$ cat src/rtl/cache_pkg.sv
// Shared constants, FSM state type and address-field width helpers for the instruction cache.
package cache_pkg;

    localparam int WORD_SIZE      = 16;
    localparam int NUM_LINES      = 8;
    localparam int WORDS_PER_LINE = 4;

    function automatic int offset_width();
        return $clog2(WORDS_PER_LINE);
    endfunction

    function automatic int index_width();
        return $clog2(NUM_LINES);
    endfunction

    function automatic int tag_width();
        return WORD_SIZE - offset_width() - index_width();
    endfunction

    localparam int OFF_W = offset_width();
    localparam int IDX_W = index_width();
    localparam int TAG_W = tag_width();

    typedef enum logic {
        IDLE = 1'b0,
        FILL = 1'b1
    } state_t;

endpackage

$ cat src/rtl/icache_store.sv
// Tag, valid and data arrays of the direct-mapped cache: combinational read,
// single-word fill write, per-line tag/valid set and a global flush of the valid bits.
module icache_store
    import cache_pkg::*;
(
    input  logic                 clk,
    input  logic                 rst,
    input  logic [IDX_W-1:0]     rd_index_i,
    input  logic [OFF_W-1:0]     rd_offset_i,
    output logic                 rd_valid_o,
    output logic [TAG_W-1:0]     rd_tag_o,
    output logic [WORD_SIZE-1:0] rd_word_o,
    input  logic                 wr_en_i,
    input  logic [IDX_W-1:0]     wr_index_i,
    input  logic [OFF_W-1:0]     wr_offset_i,
    input  logic [WORD_SIZE-1:0] wr_data_i,
    input  logic                 set_en_i,
    input  logic [TAG_W-1:0]     set_tag_i,
    input  logic                 set_valid_i,
    input  logic                 flush_i
);

    logic [NUM_LINES-1:0] valid_q;
    logic [TAG_W-1:0]     tag_q  [NUM_LINES];
    logic [WORD_SIZE-1:0] data_q [NUM_LINES*WORDS_PER_LINE];

    assign rd_valid_o = valid_q[rd_index_i];
    assign rd_tag_o   = tag_q[rd_index_i];
    assign rd_word_o  = data_q[{rd_index_i, rd_offset_i}];

    // Flush wins over a same-edge line set so a flushed fill never becomes valid.
    always_ff @(posedge clk or posedge rst) begin
        if (rst) begin
            valid_q <= '0;
        end else if (flush_i) begin
            valid_q <= '0;
        end else if (set_en_i) begin
            valid_q[wr_index_i] <= set_valid_i;
        end
    end

    always_ff @(posedge clk) begin
        if (wr_en_i) begin
            data_q[{wr_index_i, wr_offset_i}] <= wr_data_i;
        end
        if (set_en_i) begin
            tag_q[wr_index_i] <= set_tag_i;
        end
    end

endmodule

$ cat src/rtl/instruction_cache.sv
// Direct-mapped read-only instruction cache: same-cycle hits, word-by-word line fill
// on a miss, flush with fill poisoning, and saturating hit/miss counters.
module instruction_cache
    import cache_pkg::*;
(
    input  logic                 clk,
    input  logic                 reset,
    input  logic                 i_readM,
    input  logic [WORD_SIZE-1:0] i_address,
    output logic [WORD_SIZE-1:0] i_data,
    output logic                 i_ready,
    input  logic                 flush,
    output logic                 mem_readM,
    output logic [WORD_SIZE-1:0] mem_address,
    input  logic [WORD_SIZE-1:0] mem_data,
    input  logic                 mem_valid,
    output logic [WORD_SIZE-1:0] hit_count,
    output logic [WORD_SIZE-1:0] miss_count,
    output logic                 state_o
);

    localparam logic [OFF_W-1:0] LAST_BEAT = OFF_W'(WORDS_PER_LINE - 1);

    state_t               state_q;
    logic [OFF_W-1:0]     beat_q;
    logic                 poison_q;
    logic [TAG_W-1:0]     fill_tag_q;
    logic [IDX_W-1:0]     fill_index_q;
    logic                 mem_readM_q;
    logic [WORD_SIZE-1:0] mem_address_q;
    logic [WORD_SIZE-1:0] hit_count_q;
    logic [WORD_SIZE-1:0] miss_count_q;

    logic [TAG_W-1:0]     req_tag;
    logic [IDX_W-1:0]     req_index;
    logic [OFF_W-1:0]     req_offset;
    logic                 rd_valid;
    logic [TAG_W-1:0]     rd_tag;
    logic [WORD_SIZE-1:0] rd_word;
    logic                 hit;
    logic                 beat_done;
    logic                 last_beat;

    assign req_tag    = i_address[WORD_SIZE-1 -: TAG_W];
    assign req_index  = i_address[OFF_W +: IDX_W];
    assign req_offset = i_address[OFF_W-1:0];

    assign hit       = i_readM && rd_valid && (rd_tag == req_tag) && (state_q == IDLE);
    assign beat_done = (state_q == FILL) && mem_valid;
    assign last_beat = beat_done && (beat_q == LAST_BEAT);

    assign i_ready     = hit;
    assign i_data      = hit ? rd_word : '0;
    assign mem_readM   = mem_readM_q;
    assign mem_address = mem_address_q;
    assign hit_count   = hit_count_q;
    assign miss_count  = miss_count_q;
    assign state_o     = state_q;

    icache_store u_store (
        .clk         (clk),
        .rst         (reset),
        .rd_index_i  (req_index),
        .rd_offset_i (req_offset),
        .rd_valid_o  (rd_valid),
        .rd_tag_o    (rd_tag),
        .rd_word_o   (rd_word),
        .wr_en_i     (beat_done),
        .wr_index_i  (fill_index_q),
        .wr_offset_i (beat_q),
        .wr_data_i   (mem_data),
        .set_en_i    (last_beat),
        .set_tag_i   (fill_tag_q),
        .set_valid_i (!(poison_q || flush)),
        .flush_i     (flush)
    );

    always_ff @(posedge clk or posedge reset) begin
        if (reset) begin
            state_q       <= IDLE;
            beat_q        <= '0;
            poison_q      <= 1'b0;
            fill_tag_q    <= '0;
            fill_index_q  <= '0;
            mem_readM_q   <= 1'b0;
            mem_address_q <= '0;
            hit_count_q   <= '0;
            miss_count_q  <= '0;
        end else begin
            if (hit && (hit_count_q != '1)) begin
                hit_count_q <= hit_count_q + WORD_SIZE'(1);
            end
            case (state_q)
                IDLE: begin
                    poison_q <= 1'b0;
                    if (i_readM && !hit) begin
                        fill_tag_q    <= req_tag;
                        fill_index_q  <= req_index;
                        beat_q        <= '0;
                        mem_readM_q   <= 1'b1;
                        mem_address_q <= {req_tag, req_index, {OFF_W{1'b0}}};
                        state_q       <= FILL;
                        if (miss_count_q != '1) begin
                            miss_count_q <= miss_count_q + WORD_SIZE'(1);
                        end
                    end
                end
                FILL: begin
                    if (flush) begin
                        poison_q <= 1'b1;
                    end
                    if (last_beat) begin
                        poison_q      <= 1'b0;
                        mem_readM_q   <= 1'b0;
                        mem_address_q <= '0;
                        state_q       <= IDLE;
                    end else if (beat_done) begin
                        beat_q        <= beat_q + OFF_W'(1);
                        mem_address_q <= {fill_tag_q, fill_index_q, beat_q + OFF_W'(1)};
                    end
                end
                default: state_q <= IDLE;
            endcase
        end
    end

endmodule

$ cat config.mk
export PLATFORM = sky130hd
export DESIGN_NAME = instruction_cache
export DESIGN_NICKNAME = d
export VERILOG_FILES = /design/src/rtl/cache_pkg.sv /design/src/rtl/icache_store.sv /design/src/rtl/instruction_cache.sv
export SDC_FILE = /design/constraint.sdc
export NUM_CORES = 1
export LEC_CHECK = 0
export ABC_AREA = 1
export BUFFER_PORTS_ARGS = -buffer_cell sky130_fd_sc_hd__buf_2
export CORE_ASPECT_RATIO = 1.5
export CORE_MARGIN = 2
export CORE_UTILIZATION = 55
export DETAILED_ROUTE_END_ITERATION = 7
export PLACE_DENSITY_LB_ADDON = 0.05
export SYNTH_ARGS = -nofsm -noshare
export SYNTH_HDL_FRONTEND = slang
export SYNTH_SLANG_ARGS = --single-unit
$ cat constraint.sdc
create_clock -name clk -period 2.7 [get_ports clk]
set_input_delay 0.135 -clock clk [delete_from_list [all_inputs] [get_ports clk]]
set_output_delay 0.135 -clock clk [all_outputs]
set_load 0.005 [all_outputs]
## Yosys cells after proc, flatten, opt, wreduce, memory -nomap -nowiden

Memories as Yosys holds them, arrays and structs flattened.
Index checks and enable logic that the tools add are counted.

- RAM bits: 600
- Logic and storage cells: 75
- Register bits: 75
- Output and inout port bits: 67
- Input port bits: 37
- Memories kept: 2

Memories:

| name | words | width | read ports | clocked after Yosys merged registers in | wr ports | RTL line | RTL |
|---|---|---|---|---|---|---|---|
| u_store.data_q | 32 | 16 | 1 | 0 | 1 | icache_store.sv:25 | `logic [WORD_SIZE-1:0] data_q [NUM_LINES*WORDS_PER_LINE];` |
| u_store.tag_q | 8 | 11 | 1 | 0 | 1 | icache_store.sv:24 | `logic [TAG_W-1:0] tag_q [NUM_LINES];` |

- Magnitude comparators: 3
- Muxes and demuxes: 29
- Equal/unequal tests: 10
- Reductions and logical operators: 17
- Add/sub/neg operators: 3
- Bitwise operators: 1

Operators with widths:

| cell | count |
|---|---|
| 16-bit 2-to-1 mux | 4 |
| 16-bit by 1-bit adder with 16-bit output (second input constant) | 2 |
| 16-bit != test (second input constant) | 2 |
| 16-bit case mux with 2 select lines | 1 |
| 8-bit 2-to-1 mux | 2 |
| 1-bit 2-to-1 mux | 12 |
| 11-bit == test | 1 |
| 8-bit bitwise mux | 1 |
| 1-bit logical AND | 8 |
| 3-bit by 4-bit < comparator with 1-bit output (second input constant) | 2 |
| 2-bit 2-to-1 mux | 3 |
| 2-bit by 1-bit != test with 1-bit output (second input constant) | 3 |
| 1-bit case mux with 2 select lines | 3 |
| 2-bit AND reduction | 3 |
| 3-bit AND reduction | 2 |
| 2-bit case mux with 2 select lines | 1 |
| 1-bit binary-select mux with 3-bit select | 1 |
| 1-bit demux with 3-bit select | 1 |
| 3-bit by 1-bit >= comparator with 1-bit output (second input constant) | 1 |
| 3-bit by 1-bit != test with 1-bit output (second input constant) | 1 |
| 3-bit by 2-bit != test with 1-bit output (second input constant) | 1 |
| 2-bit by 1-bit adder with 2-bit output (second input constant) | 1 |
| 2-bit == test (second input constant) | 1 |
| 1-bit zero test | 2 |
| other kinds (4) | 4 |

## Logic depth before layout (Yosys ltp)

- Word-level depth: 9
- Gate-level depth with buffers: 20
- Mapped depth without buffers: 17

## Hierarchy

Synthesis repeated with hierarchy kept, for this count alone.

- Cells, all modules: 2642
- Area total of the unflattened synthesis: 28718.8 µm²

Modules (own cells, without submodules):

| module | instances | seq. area each (µm²) | area each (µm²) | cells an instance |
|---|---|---|---|---|
| icache_store | 1 | 18217.5 | 24786.3 | 2098 |
| instruction_cache | 1 | 1676.6 | 3932.5 | 544 |

## Worst setup path after synthesis

No wires, ideal clock.

- Path type: flip-flop to flip-flop
- From: reg state_q, in the netlist state_o
- To: mem u_store.data_q[27][0] (enable)
- Data arrival time: 1.912 ns
- Path buffers: 2
- Period minus slack after synthesis: 2.301 ns
- Cell stages (with the launch flop): 7
- Slack: 0.399 ns
- Setup time: 0.388 ns
- Data required time: 2.312 ns
- Cells stage by stage: dfrtp_1 > nand2_1 > inv_1 > nand2_1 > clkbuf_1 > buf_1 > nor2_1

- Cells in the longest elaborated chain, start to end: 3

RTL lines:

| item | RTL line | RTL |
|---|---|---|
| from (decl) | instruction_cache.sv:24 | `state_t state_q;` |
| from (signal assigned) | instruction_cache.sv:80 | `state_q <= IDLE;` |
| from (signal assigned) | instruction_cache.sv:102 | `state_q <= FILL;` |
| from (signal assigned) | instruction_cache.sv:116 | `state_q <= IDLE;` |
| 1-bit logical AND | instruction_cache.sv:49 | `assign beat_done = (state_q == FILL) && mem_valid;` |
| 1-bit 2-to-1 mux | icache_store.sv:43 | `if (wr_en_i) begin` |
| 1-bit 2-to-1 mux (implied by the code) | icache_store.sv:44 | `data_q[{wr_index_i, wr_offset_i}] <= wr_data_i;` |
| to (decl) | icache_store.sv:25 |  |

Every way passes these cells.

## Worst setup path in the final report

- From: reg u_store.valid_q[7]
- To: out i_data[5]

- Cells in the longest elaborated chain, start to end: 6

RTL lines:

| item | RTL line | RTL |
|---|---|---|
| from (decl) | icache_store.sv:23 | `logic [NUM_LINES-1:0] valid_q;` |
| from (signal, indexed assignment) | icache_store.sv:38 | `valid_q[wr_index_i] <= set_valid_i;` |
| 1-bit binary-select mux with 3-bit select | icache_store.sv:27 | `assign rd_valid_o = valid_q[rd_index_i];` |
| 1-bit 2-to-1 mux (implied by the code) | icache_store.sv:27 |  |
| 1-bit logical AND (3 in a row) | instruction_cache.sv:48 | `assign hit = i_readM && rd_valid && (rd_tag == req_tag) && (state_q == IDLE);` |
| 16-bit 2-to-1 mux | instruction_cache.sv:53 | `assign i_data = hit ? rd_word : '0;` |
| to (decl) | instruction_cache.sv:10 | `output logic [WORD_SIZE-1:0] i_data,` |

Every way passes these cells. The select of a mux whose other input is x is not followed.

==> impl_metrics.json <==
{
  "grt_use_total": 0.291,
  "vias_per_cell": 5.89,
  "seqPwrFrac": 0.528,
  "r2r_start": "u_store.valid_q[7]$_DFFE_PP0P_",
  "hold_path_depth": 1,
  "p_sw_frac": 0.265,
  "crit_arrival_ns": 2.50,
  "syn_inst": 2422,
  "max_freq_mhz": 379,
  "path_class": "reg -> out",
  "dp_cells": 3153,
  "fin_cells": 3289,
  "core.rowCount": 101,
  "tightest_slew_ns": 0.734,
  "grt_pass1_vias": 19273,
  "fillers": 3933,
  "status": "finished clean",
  "drv_slew": 0,
  "avgSynthCellArea_sq_um": 11.6,
  "fp.dieArea_sq_um": 53100,
  "wl_per_cell_um": 23.4,
  "net-switching-power_mw": 6.43,
  "power.total_mw": 24.3,
  "setup_tns_ns": 0,
  "layout-drive-gt1-share": 0.148,
  "drc": 0,
  "initial_core_util": 0.556,
  "vdd_drop_max_mv": 0.592,
  "regToRegSetupSlack_ns": 0.33,
  "p_int_mw": 17.9,
  "die_y_um": 281,
  "ys_seq_area_frac": 0.706,
  "crit_buf_inv": 3,
  "cp_top_family": "simple AND/OR/NAND/NOR gates",
  "antenna_found_initial": 1,
  "wl_um": 77100,
  "cts_buffer_depth": 3,
  "clkTransAtPathRegs_ns": 0.06,
  "core_sq_um": 50700,
  "die_w_um": 189,
  "synth_nets": 2465,
  "syn_area_sq_um": 28200,
  "hold_violations": 0,
  "p_clk_frac": 0.342,
  "min_period_ns": 2.64,
  "cp-start-kind": "flop",
  "finalCritPeriodShare": 0.978,
  "hold_start": "mem_data[10]",
  "cts_tree": "done",
  "firstDrtPassIters": 6,
  "holdPathEnd": "u_store.data_q[4][10]$_DFFE_PP_",
  "final_common_cell": "nand2_1",
  "vias": 19388,
  "end_kind": "output pin",
  "slowest_stage": "dfrtp_1",
  "grt_max_degree": 74,
  "hp-class": "in -> reg",
  "fin_skew_ns": 0.0199,
  "diodes": 0,
  "drtIter0Drc": 1630,
  "finalWeightedCongestion": 0.906,
  "final_cell_mix": "nand2_1, edfxtp_1, a21oi_1",
  "cts-root-buf": "clkbuf_16",
  "area_growth_pct": 15.1,
  "rsz0062_at_grt": "yes",
  "drv_cap": 0,
  "gr-total-overflow": 0,
  "synthArstFlopShare": 0.111,
  "p_per_area_nw_per_um2": 750,
  "p_comb_frac": 0.129,
  "synth_edf_count": 600,
  "p_leak_nw": 12.3,
  "synth_ff_type": "edfxtp_1",
  "yosys_register_bits": 675,
  "clock_latency_ns": 0.63,
  "crit_chain": "inv_1 -> nand2_1 -> nand3_2 -> nand3_2 -> nand2_2 -> nor2_2 -> nand2_1 -> nor2_2 -> nand2_2 -> nor2_4 -> nand2_4 -> buf_12 -> a21oi_4 -> buf_2",
  "max-slew-margin-rel": 0.511,
  "nNetsFinal": 2614,
  "port_buffers": 103,
  "clock-sinks": 675,
  "crit_required_ns": 2.57,
  "critPathMaxStageDelay_ns": 0.34,
  "r2r.worst_path.cells": 16,
  "ys_types": 40,
  "h-tree-depth": 2,
  "num_io_pins": 104,
  "crit_fanout": 6,
  "setup_viol": 0,
  "place_hpwl_um": 46700,
  "grt_pass1_wl_um": 115000,
  "ys_warn_count": 0,
  "final_antenna_net_count": 0,
  "cts_buffers": 60,
  "r2r_end": "beat_q[1]$_DFFE_PP0P_"
}
[layout make-up]
class | count | area [sq um] | share of cell area
clock buffer | 82 | 1640 | 0.0505
clock inverter | 29 | 243 | 0.00749
inverter | 152 | 584 | 0.0180
multi-input combinational | 1450 | 7400 | 0.228
sequential | 675 | 19900 | 0.614
tap | 669 | 837 | 0.0258
timing repair buffer | 232 | 1810 | 0.0557
[synth_stat cells, types with 7 or more instances]
cell / n / share of area
o311ai_0: 22 / 0.0068
a221o_1: 8 / 0.0028
o31ai_1: 27 / 0.0072
nor3_1: 21 / 0.0037
a22oi_1: 32 / 0.0085
buf_1: 19 / 0.0025
edfxtp_1: 600 / 0.64
nand3_2: 10 / 0.0036
buf_6: 7 / 0.0028
nand3_1: 124 / 0.022
clkbuf_1: 98 / 0.013
dfrtp_1: 75 / 0.067
nor2_1: 88 / 0.012
nand2_1: 663 / 0.088
a221oi_1: 28 / 0.0087
o211ai_1: 37 / 0.0099
a21oi_1: 280 / 0.050
inv_1: 146 / 0.019
xor2_1: 23 / 0.0072
o21ai_1: 21 / 0.0037
o21ai_0: 18 / 0.0032
buf_2: 20 / 0.0036
a32o_1: 10 / 0.0036
[power groups by stage]
stage / registers (mW) / clock network [mW] / logic, mW
after floorplan: 12.9 / 0 / 1.82
after global placement: 13.0 / 0 / 3.01
after detailed placement: 13.1 / 0 / 3.07
after CTS: 12.9 / 8.46 / 3.11
after global routing: 12.9 / 8.80 / 3.48
final: 12.8 / 8.32 / 3.15
[what timing repair did]
action	CTS	global route
setup buffers	0	9
pin swaps	0	17
endpoints found under the hold margin	55	0
endpoints found under the setup margin	16	17
gates cloned	0	2
hold buffers	14	0
gates resized for setup	23	52
[how the worst max path moves through the flow]
stage	from	slack, ns	endpoint	cells past startpoint
3_5_place_dp	i_address[3]	0.14	i_data[15]	15
4_1_cts	u_store.tag_q[3][2]$_DFFE_PP_	0.009	i_data[15]	13
3_3_place_gp	i_address[3]	0.14	i_data[15]	15
6_report	u_store.valid_q[7]$_DFFE_PP0P_	0.06	i_data[5]	14
2_1_floorplan	state_o$_DFF_PP0_	0.40	u_store.data_q[27][0]$_DFFE_PP_	6
5_1_grt	u_store.valid_q[7]$_DFFE_PP0P_	-0.07	i_data[8]	14
[worst register-to-register path, cell delays in order (launching register included)]
cell	delay, ns
dfrtp_1	0.34
inv_1	0.04
nand2_1	0.07
nand3_2	0.09
nand3_2	0.10
nand2_2	0.07
nor2_2	0.11
nand2_1	0.06
nor2_2	0.11
nand2_2	0.07
nor2_4	0.14
nand2_4	0.14
buf_4	0.17
nand2_2	0.23
nand2_2	0.27
nand3_1	0.17
nand2_1	0.07
[flip-flops by register name (all words and copies together), names as in the netlist]
register         count
poison_q             1
state_o              1
mem_address         16
mem_readM            1
fill_tag_q          11
hit_count           16
beat_q               2
u_store.tag_q       88
u_store.valid_q      8
miss_count          16
fill_index_q         3
u_store.data_q     512
[cell families after synthesis]
kind of cell / after synthesis / synth area share
buffers and inverters: 297 / 0.0425
AO/OA/AOI/OAI: 491 / 0.106
adder cells (fa/ha/maj): 6 / 0.00267
XOR/XNOR: 25 / 0.00777
AND/OR/NAND/NOR: 928 / 0.134
flip-flops: 675 / 0.706
[through the flow]
stage / hold slack [ns] / cell area (sq um) / setup slack [ns] / utilization
3_5_place_dp: 0.214 / 29900 / 0.138 / 0.591
4_1_cts: 0.0190 / 32100 / 0.00924 / 0.633
5_1_grt: 0.0558 / 32400 / -0.0677 / 0.639
3_3_place_gp: 0.210 / 29900 / 0.141 / 0.591
2_1_floorplan: 0.234 / 28200 / 0.399 / -
6_report: 0.0406 / 32400 / 0.0606 / 0.639
[metal layers]
| metal | global-route usage | wire length (um) | vias to the layer above |
|---|---|---|---|
| li1 | - | - | 8897 |
| met1 | 0.352 | 29600 | 9705 |
| met2 | 0.516 | 39900 | 628 |
| met3 | 0.0393 | 4160 | 156 |
| met4 | 0.135 | 3460 | 2 |
| met5 | 0 | 11 | - |
Note: power is estimated with default switching activity, not from simulation.
